--- config.mk ---
export PLATFORM = sky130hd
export DESIGN_NAME = hazard_sequencer
export DESIGN_NICKNAME = d
export VERILOG_FILES = /design/src/rtl/hazard_sequencer.sv
export SDC_FILE = /design/constraint.sdc
export NUM_CORES = 1
export LEC_CHECK = 0
export ABC_AREA = 1
export CAP_MARGIN = 40
export CORE_ASPECT_RATIO = 0.8
export CORE_MARGIN = 8
export CORE_UTILIZATION = 30
export DETAILED_ROUTE_END_ITERATION = 7
export GPL_TIMING_DRIVEN = 0
export SYNTH_ARGS = -nofsm -noshare
export SYNTH_HDL_FRONTEND = slang
export SYNTH_SLANG_ARGS = --single-unit
export TNS_END_PERCENT = 30
--- constraint.sdc ---
create_clock -name clk -period 2.1 [get_ports clk]
set_clock_uncertainty 0.1 [all_clocks]
set_input_delay 0.315 -clock clk [delete_from_list [all_inputs] [get_ports clk]]
set_output_delay 0.315 -clock clk [all_outputs]
set_load 0.1 [all_outputs]
--- src/rtl/hazard_sequencer.sv ---
// hazard_sequencer: load-use stall, branch flush and operand-forwarding control
// for the five-stage pipeline. A shadow copy of the EX/MEM/WB writer fields is
// kept here so hazards are resolved from the ID-stage control word alone.

// Runtime checks on the sequencer's internal consistency.
module hazard_sequencer_chk (
    input  logic clk,
    input  logic rst_n,
    input  logic load_use_i,
    input  logic branch_i,
    input  logic stall_state_i
);

    // A taken branch sits in EX, so EX cannot also be a load feeding ID.
    a_no_branch_with_load_use: assert property (
        @(posedge clk) disable iff (!rst_n) !(load_use_i && branch_i)
    ) else $error("load-use hazard coincides with a taken branch in EX");

    // The stall lasts exactly one cycle: STALL is always followed by RUN.
    a_stall_one_cycle: assert property (
        @(posedge clk) disable iff (!rst_n) stall_state_i |=> !stall_state_i
    ) else $error("sequencer stayed in STALL for more than one cycle");

    // While stalled EX holds a bubble, so no new load-use can be seen.
    a_no_load_use_in_stall: assert property (
        @(posedge clk) disable iff (!rst_n) !(stall_state_i && load_use_i)
    ) else $error("load-use hazard detected while already stalled");

endmodule

module hazard_sequencer #(
    parameter int REG_AW = 5,
    parameter int CNT_W  = 16
) (
    input  logic              clk,
    input  logic              rst_n,
    input  logic              id_valid,
    input  logic [REG_AW-1:0] id_ra,
    input  logic [REG_AW-1:0] id_rb,
    input  logic [1:0]        id_sr,
    input  logic [REG_AW-1:0] id_rd,
    input  logic              id_rf_le,
    input  logic              id_load,
    input  logic              ex_branch_taken,
    output logic              pc_le,
    output logic              ifid_le,
    output logic              ifid_flush,
    output logic              idex_bubble,
    output logic [1:0]        fwd_a,
    output logic [1:0]        fwd_b,
    output logic [CNT_W-1:0]  stall_cnt,
    output logic              state_o
);

    // Writer information tracked for each in-flight stage.
    typedef struct packed {
        logic              v;
        logic [REG_AW-1:0] rd;
        logic              wr;
        logic              ld;
    } stage_t;

    typedef enum logic {
        ST_RUN   = 1'b0,
        ST_STALL = 1'b1
    } state_t;

    localparam logic [REG_AW-1:0] REG_ZERO    = {REG_AW{1'b0}};
    localparam logic [CNT_W-1:0]  CNT_ZERO    = {CNT_W{1'b0}};
    localparam logic [CNT_W-1:0]  CNT_MAX     = {CNT_W{1'b1}};
    localparam logic [CNT_W-1:0]  CNT_ONE     = {{(CNT_W-1){1'b0}}, 1'b1};
    localparam stage_t            STAGE_EMPTY = '{v: 1'b0, rd: REG_ZERO, wr: 1'b0, ld: 1'b0};

    localparam logic [1:0] SEL_RF  = 2'b00;
    localparam logic [1:0] SEL_EX  = 2'b01;
    localparam logic [1:0] SEL_MEM = 2'b10;
    localparam logic [1:0] SEL_WB  = 2'b11;

    // A stage really writes the register file only when valid, enabled and
    // not targeting the hardwired-zero register.
    function automatic logic is_writer(input stage_t s);
        return s.v & s.wr & (s.rd != REG_ZERO);
    endfunction

    // Youngest matching writer wins; an EX load cannot forward (its data is
    // not ready yet), that case is covered by the one-cycle stall.
    function automatic logic [1:0] fwd_select(
        input logic              use_src,
        input logic [REG_AW-1:0] src,
        input stage_t            ex_s,
        input stage_t            mem_s,
        input stage_t            wb_s
    );
        logic [1:0] sel;
        sel = SEL_RF;
        if (!use_src || (src == REG_ZERO)) begin
            sel = SEL_RF;
        end else if (is_writer(ex_s) && !ex_s.ld && (ex_s.rd == src)) begin
            sel = SEL_EX;
        end else if (is_writer(mem_s) && (mem_s.rd == src)) begin
            sel = SEL_MEM;
        end else if (is_writer(wb_s) && (wb_s.rd == src)) begin
            sel = SEL_WB;
        end else begin
            sel = SEL_RF;
        end
        return sel;
    endfunction

    stage_t              ex_q;
    stage_t              ex_d;
    stage_t              mem_q;
    stage_t              wb_q;
    stage_t              id_stage_s;
    state_t              state_q;
    state_t              state_d;
    logic [CNT_W-1:0]    cnt_q;
    logic [CNT_W-1:0]    cnt_d;
    logic                src_hit_s;
    logic                load_use_s;
    logic                stall_s;

    // Load-use detection against the shadow EX stage; a taken branch masks it.
    always_comb begin
        src_hit_s  = (id_sr[1] & (id_ra == ex_q.rd)) | (id_sr[0] & (id_rb == ex_q.rd));
        load_use_s = id_valid & ex_q.v & ex_q.ld & ex_q.wr & (ex_q.rd != REG_ZERO) & src_hit_s;
        stall_s    = load_use_s & ~ex_branch_taken;
    end

    // Next EX shadow entry: the ID instruction, or a bubble while stalling.
    always_comb begin
        id_stage_s.v  = id_valid;
        id_stage_s.rd = id_rd;
        id_stage_s.wr = id_rf_le;
        id_stage_s.ld = id_load;
        if (stall_s) begin
            ex_d = STAGE_EMPTY;
        end else begin
            ex_d = id_stage_s;
        end
    end

    // Shadow pipeline advance; the branch flush deliberately leaves it alone.
    always_ff @(posedge clk or negedge rst_n) begin
        if (!rst_n) begin
            ex_q  <= STAGE_EMPTY;
            mem_q <= STAGE_EMPTY;
            wb_q  <= STAGE_EMPTY;
        end else begin
            ex_q  <= ex_d;
            mem_q <= ex_q;
            wb_q  <= mem_q;
        end
    end

    // FSM state register.
    always_ff @(posedge clk or negedge rst_n) begin
        if (!rst_n) begin
            state_q <= ST_RUN;
        end else begin
            state_q <= state_d;
        end
    end

    // FSM next state: a stall lasts one cycle, after which the load is in MEM
    // and its result is forwarded from there.
    always_comb begin
        state_d = ST_RUN;
        case (state_q)
            ST_RUN: begin
                if (stall_s) begin
                    state_d = ST_STALL;
                end else begin
                    state_d = ST_RUN;
                end
            end
            ST_STALL: begin
                state_d = ST_RUN;
            end
            default: begin
                state_d = ST_RUN;
            end
        endcase
    end

    // Saturating stall-cycle counter next value.
    always_comb begin
        if (stall_s && (cnt_q != CNT_MAX)) begin
            cnt_d = cnt_q + CNT_ONE;
        end else begin
            cnt_d = cnt_q;
        end
    end

    // Stall-cycle counter register.
    always_ff @(posedge clk or negedge rst_n) begin
        if (!rst_n) begin
            cnt_q <= CNT_ZERO;
        end else begin
            cnt_q <= cnt_d;
        end
    end

    // Pipeline controls and forwarding selects; flush is held low in reset.
    always_comb begin
        pc_le       = ~stall_s;
        ifid_le     = ~stall_s;
        idex_bubble = stall_s;
        ifid_flush  = ex_branch_taken & rst_n;
        fwd_a       = fwd_select(id_sr[1], id_ra, ex_q, mem_q, wb_q);
        fwd_b       = fwd_select(id_sr[0], id_rb, ex_q, mem_q, wb_q);
        state_o     = (state_q == ST_STALL);
        stall_cnt   = cnt_q;
    end

    hazard_sequencer_chk u_chk (
        .clk           (clk),
        .rst_n         (rst_n),
        .load_use_i    (load_use_s),
        .branch_i      (ex_branch_taken),
        .stall_state_i (state_q == ST_STALL)
    );

endmodule
### Yosys cells after proc, flatten, opt, wreduce, memory -nomap -nowiden

Cells that the tools add are included.

* flip-flop bits (word level): 39
* bits of input ports: 23
* output and inout port bits: 25
* logic and storage cells: 70

* add/subtract/negate cells: 1
* eq/ne operators: 9
* multiplexer cells: 11
* bitwise operators: 19
* reductions and logical operators: 18

Operators with widths (count)
* equality test 5 bit: 8
* adder 16 x 1 -> 16 bit, second input constant: 1
* two-way mux 2 bit: 8
* inequality test 16 bit, second input constant: 1
* AND 1 bit: 15
* nonzero test 5 bit: 3
* zero test 5 bit: 2
* logical AND 1 bit: 8
* two-way mux 8 bit: 1
* zero test 1 bit: 3
* inverter 1 bit: 3
* logical OR 1 bit: 2
* case mux 1 bit (2 select lines): 1
* two-way mux 1 bit: 1
* OR 1 bit: 1

### Depth between registers and ports, before layout

* depth after elaboration: 8
* gate-level depth with buffers: 11

### Worst setup path after synthesis

Ideal clock, no wire load.

* path kind: flip-flop to output port
* start point: register ex_q[4] (netlist name)
* end point: output port fwd_a[1]
* data arrival time: 2.395 ns
* required time: 1.685 ns
* setup slack: -0.710 ns
* cell stages (with the launch flop): 8
* cell sequence: dfrtp_1 > nor3_1 > nand3_1 > nand3_1 > nor2_1 > nand2_1 > nand3_1 > a21oi_1

* longest elaborated chain between the ends: 6
* elaborated cells between the ends (all ways): 7
* classes of those cells: eq/ne (1); mux (2); bitwise (1); reduce/logical (3)

RTL lines
* start, declared: RTL line 110 `stage_t ex_q;`
* start signal, assigned: RTL line 146 `ex_q <= STAGE_EMPTY;`
* start signal, assigned: RTL line 150 `ex_q <= ex_d;`
* nonzero test 5 bit: RTL line 82 `return s.v & s.wr & (s.rd != REG_ZERO);`
* AND 1 bit: RTL line 82
* logical AND 1 bit: RTL line 98 `end else if (is_writer(ex_s) && !ex_s.ld && (ex_s.rd == src)) begin`
* logical AND 1 bit (*): RTL line 98
* two-way mux 2 bit (*): RTL line 98
* two-way mux 2 bit (*): RTL line 96 `if (!use_src || (src == REG_ZERO)) begin`
* end, declared: RTL line 49 `output logic [1:0] fwd_a,`

Every way passes the cells marked *; elsewhere a longest branch is shown, timed or not.

### Worst setup path after layout

* start point: register ex_q[4] (netlist name)
* end point: output port fwd_b[1]

* longest elaborated chain between the ends: 6
* elaborated cells between the ends (all ways): 7
* classes of those cells: eq/ne (1); mux (2); bitwise (1); reduce/logical (3)

RTL lines
* nonzero test 5 bit: RTL line 82
* AND 1 bit: RTL line 82
* logical AND 1 bit: RTL line 98
* logical AND 1 bit (*): RTL line 98
* two-way mux 2 bit (*): RTL line 98
* two-way mux 2 bit (*): RTL line 96
* end, declared: RTL line 50 `output logic [1:0] fwd_b,`

Marks and branches as above.

==> metrics.md <==
| Metric | Value |
|---|---|
| Clk slew on worst S/H paths | 0.08 ns |
| Gr usage total | 12.3% |
| Cell taking the most area after synthesis | dfrtp_1 |
| Max Clk Rate | 468 MHz |
| Antenna violations before repair | 0 |
| Synthesis-to-finish area growth | 53.9% |
| Worst Tran Pin Value | 0.337 ns |
| Period utilization | 102% |
| Endpoints failing setup | 4 |
| Setup ws final | -0.0353 ns |
| Critical Path Sink Type | primary output |
| Max Cap Viol | 0 |
| Port Buf Inserts | 47 |
| Worst Setup SP | ex_q[4]$_DFF_PN0_ |
| Mapped Nets | 334 |
| CP max FO | 5 |
| CTS tree | done |
| DP Area | 3350 sq um |
| Commonest non-fill, non-tap cell in the layout | nand2_1 |
| CTS root buf | clkbuf_8 |
| Max Root-Sink Buffers | 2 |
| Finished layout cell area | 3560 sq um |
| Global-route wire length before repair | 10.7 mm |
| Die area | 10,800 sq um |
| H-tree Lvls | 2 |
| Hold Crit Start | mem_q[7]$_DFF_PN0_ |
| DP HPWL | 4.92 mm |
| Mapped Avg Cell Area | 7.46 sq um |
| Power per Cell Area | 507 nW/um^2 |
| Slew Limit Fails | 0 |
| Synth top area cells | dfrtp_1, nand2_1, inv_1 |
| Antenna Nets Post-Route | 0 |
| Placer Congestion | 0.842 |
| R2R Setup Slk | 0.29 ns |
| Dpl cells | 488 |
| Clock Sinks | 39 |
| Initial core utilization | 31.1% |
| Initial drt markers | 117 |
| Layout cell share with drive strength beyond 1 | 20.7% |
| Yosys cell types | 24 |
| CTS Buf Count | 5 |
| # nets final | 414 |
| # diodes | 0 |
| Largest net degree at the start of global routing | 33 |
| Crit Path Category | flop to primary output |
| # rows | 28 |
| Worst r2r dst | stall_cnt[14]$_DFFE_PN0P_ |
| Vias in the first global route | 2,169 |
| Status | finished with violations |
| Setup WS pre-CTS | -0.868 ns |
| Die Wd | 114 um |
| RR Startpoint | stall_cnt[0]$_DFFE_PN0P_ |
| Worst R2R Path Depth | 10 |
| Peak VDD IR | 0.000268 V |
| Final WL | 6.32 mm |
| First-pass DRT Iterations | 4 |
| Die extent in y | 94.5 um |
| DR WL/cell | 12.7 um |
| Critical Path RT | 1.68 ns |
| Fin. Hold Viols | 0 |
| Worst Path Arrival | 1.72 ns |
| DRC viols | 0 |
| Headroom to the max-slew limit | 77.6% |
| Routed vias | 2,193 |
| Leakage power | 1.65 nW |
| Unrepaired setup endpoints after global routing | yes |
| Post-synth top area share | 42.2% |
| Crit start category | flop |
| Number of synthesized register bits | 39 |
| Most frequent cells in the layout | nand2_1, inv_1, dfrtp_1, clkdlybuf4s50_1, nor2_1 |
| End of the worst hold path | wb_q[7]$_DFF_PN0_ |
| Hold Path Depth | 0 |
| Congestion Overflow GR | 0 |
| Register area share after synthesis | 42.2% |
| WHS | 0.290 ns |
| Post-Syn Instances | 310 |
| Hold/Removal Path Class | flop to flop |
| Failing checks | negative setup slack |
| Clk_lat worst skew | 0.29 ns |
| # IOs | 48 |
| Core ar. | 7430 sq um |
| Crit path time final | 2.14 ns |
| Yosys warns | 0 |
| Finished Layout Cells | 496 |
| Post-DR vias/cell | 4.42 |
| Post-Syn Area | 2310 sq um |
==> worst max-delay path, stage by stage, from the launching register on <==
cell and delay (ns):
dfrtp_1 0.44, nor3_2 0.19, nand3_1 0.10, nand3_2 0.10, nor2_2 0.06, nand2_2 0.10, nand3_2 0.10, a21oi_4 0.15
buf_12 0.19
==> worst max-delay path by stage <==
stage	slack, ns	endpoint	depth (start not counted)
6_report	-0.04	fwd_b[1]	8
5_1_grt	-0.14	ifid_le	9
4_1_cts	-0.05	fwd_a[0]	8
3_5_place_dp	-0.87	idex_bubble	11
3_3_place_gp	-1.84	ifid_flush	4
2_1_floorplan	-0.26	stall_cnt[14]$_DFFE_PN0P_	10
==> registers in the layout (all words and copies together), names as in the netlist <==
signal / flops
ex_q: 8
mem_q: 7
stall_cnt: 16
state_o: 1
wb_q: 7
==> synthesized netlist by cell type <==
| library cell | n |
|---|---|
| nor2_1 | 28 |
| inv_2 | 4 |
| buf_2 | 2 |
| buf_4 | 2 |
| nor2_2 | 3 |
| ha_1 | 1 |
| xnor2_1 | 21 |
| nand4_2 | 1 |
| nand4_1 | 18 |
| nor2_4 | 1 |
| o21ai_1 | 3 |
| nand3b_1 | 2 |
| nand2_1 | 84 |
| buf_6 | 1 |
| o21ai_0 | 2 |
| xor2_1 | 6 |
| a21oi_1 | 4 |
| nand3_2 | 4 |
| and3_1 | 2 |
| nor3_1 | 10 |
| dfrtp_1 | 39 |
| inv_1 | 50 |
| nand3_1 | 21 |
| nand2_2 | 1 |
==> cells by family (layout without fill, tap and decap cells) <==
kind of cell	after synthesis	count (layout)	synth area share (%)
compound gates	9	9	1.95
xor+xnor	27	27	10.2
buf+inv	59	140	10.3
flops	39	39	42.2
simple gates	175	175	34.8
fa+ha+maj	1	1	0.541
==> report_power, final <==
part           total [W]  switching, W  internal (W)
sequential      0.000801     0.0000263      0.000774
combinational   0.000251      0.000140      0.000112
clock           0.000754      0.000280      0.000474
total            0.00181      0.000446       0.00136
==> layer usage <==
metal | vias to the layer above | GRT usage, % | part of all wire (%)
met1 | 1005 | 15.7 | 45
met3 | 7 | 2.23 | 5.3
li1 | 1125 | - | -
met4 | 0 | 3.65 | 1.2
met2 | 56 | 20.7 | 48
met5 | - | 0 | 0
==> per-stage QoR <==
| stage | total power (W) | setup TNS, ns | utilization [%] |
|---|---|---|---|
| floorplan | 0.000935 | -2.95 | - |
| global placement | 0.00104 | -28.13 | 39.8 |
| detailed placement | 0.00106 | -6.17 | 45.1 |
| CTS | 0.00182 | -0.248 | 47.7 |
| global route | 0.00188 | -0.835 | 47.9 |
| finish | 0.00181 | -0.0869 | 47.9 |
==> cell type report <==
type	instances	area, sq um
Timing Repair Buffer	73	868
Tap cell	105	131
Clock buffer	5	68.8
Multi-Input combinational cell	212	1200
Sequential cell	39	977
Inverter	54	208
Buffer	5	36.3
Clock inverter	3	67.6
Fill cell	725	3870
==> repair_timing <==
action / in CTS / in global routing
hold buffers: 2 / 0
setup endpoints to repair: 7 / 7
endpoints found under the hold margin: 7 / 0
pin swaps: 2 / 6
buffers inserted: 3 / 1
resized for setup: 35 / 6
Power figures use the tool's default switching activity.
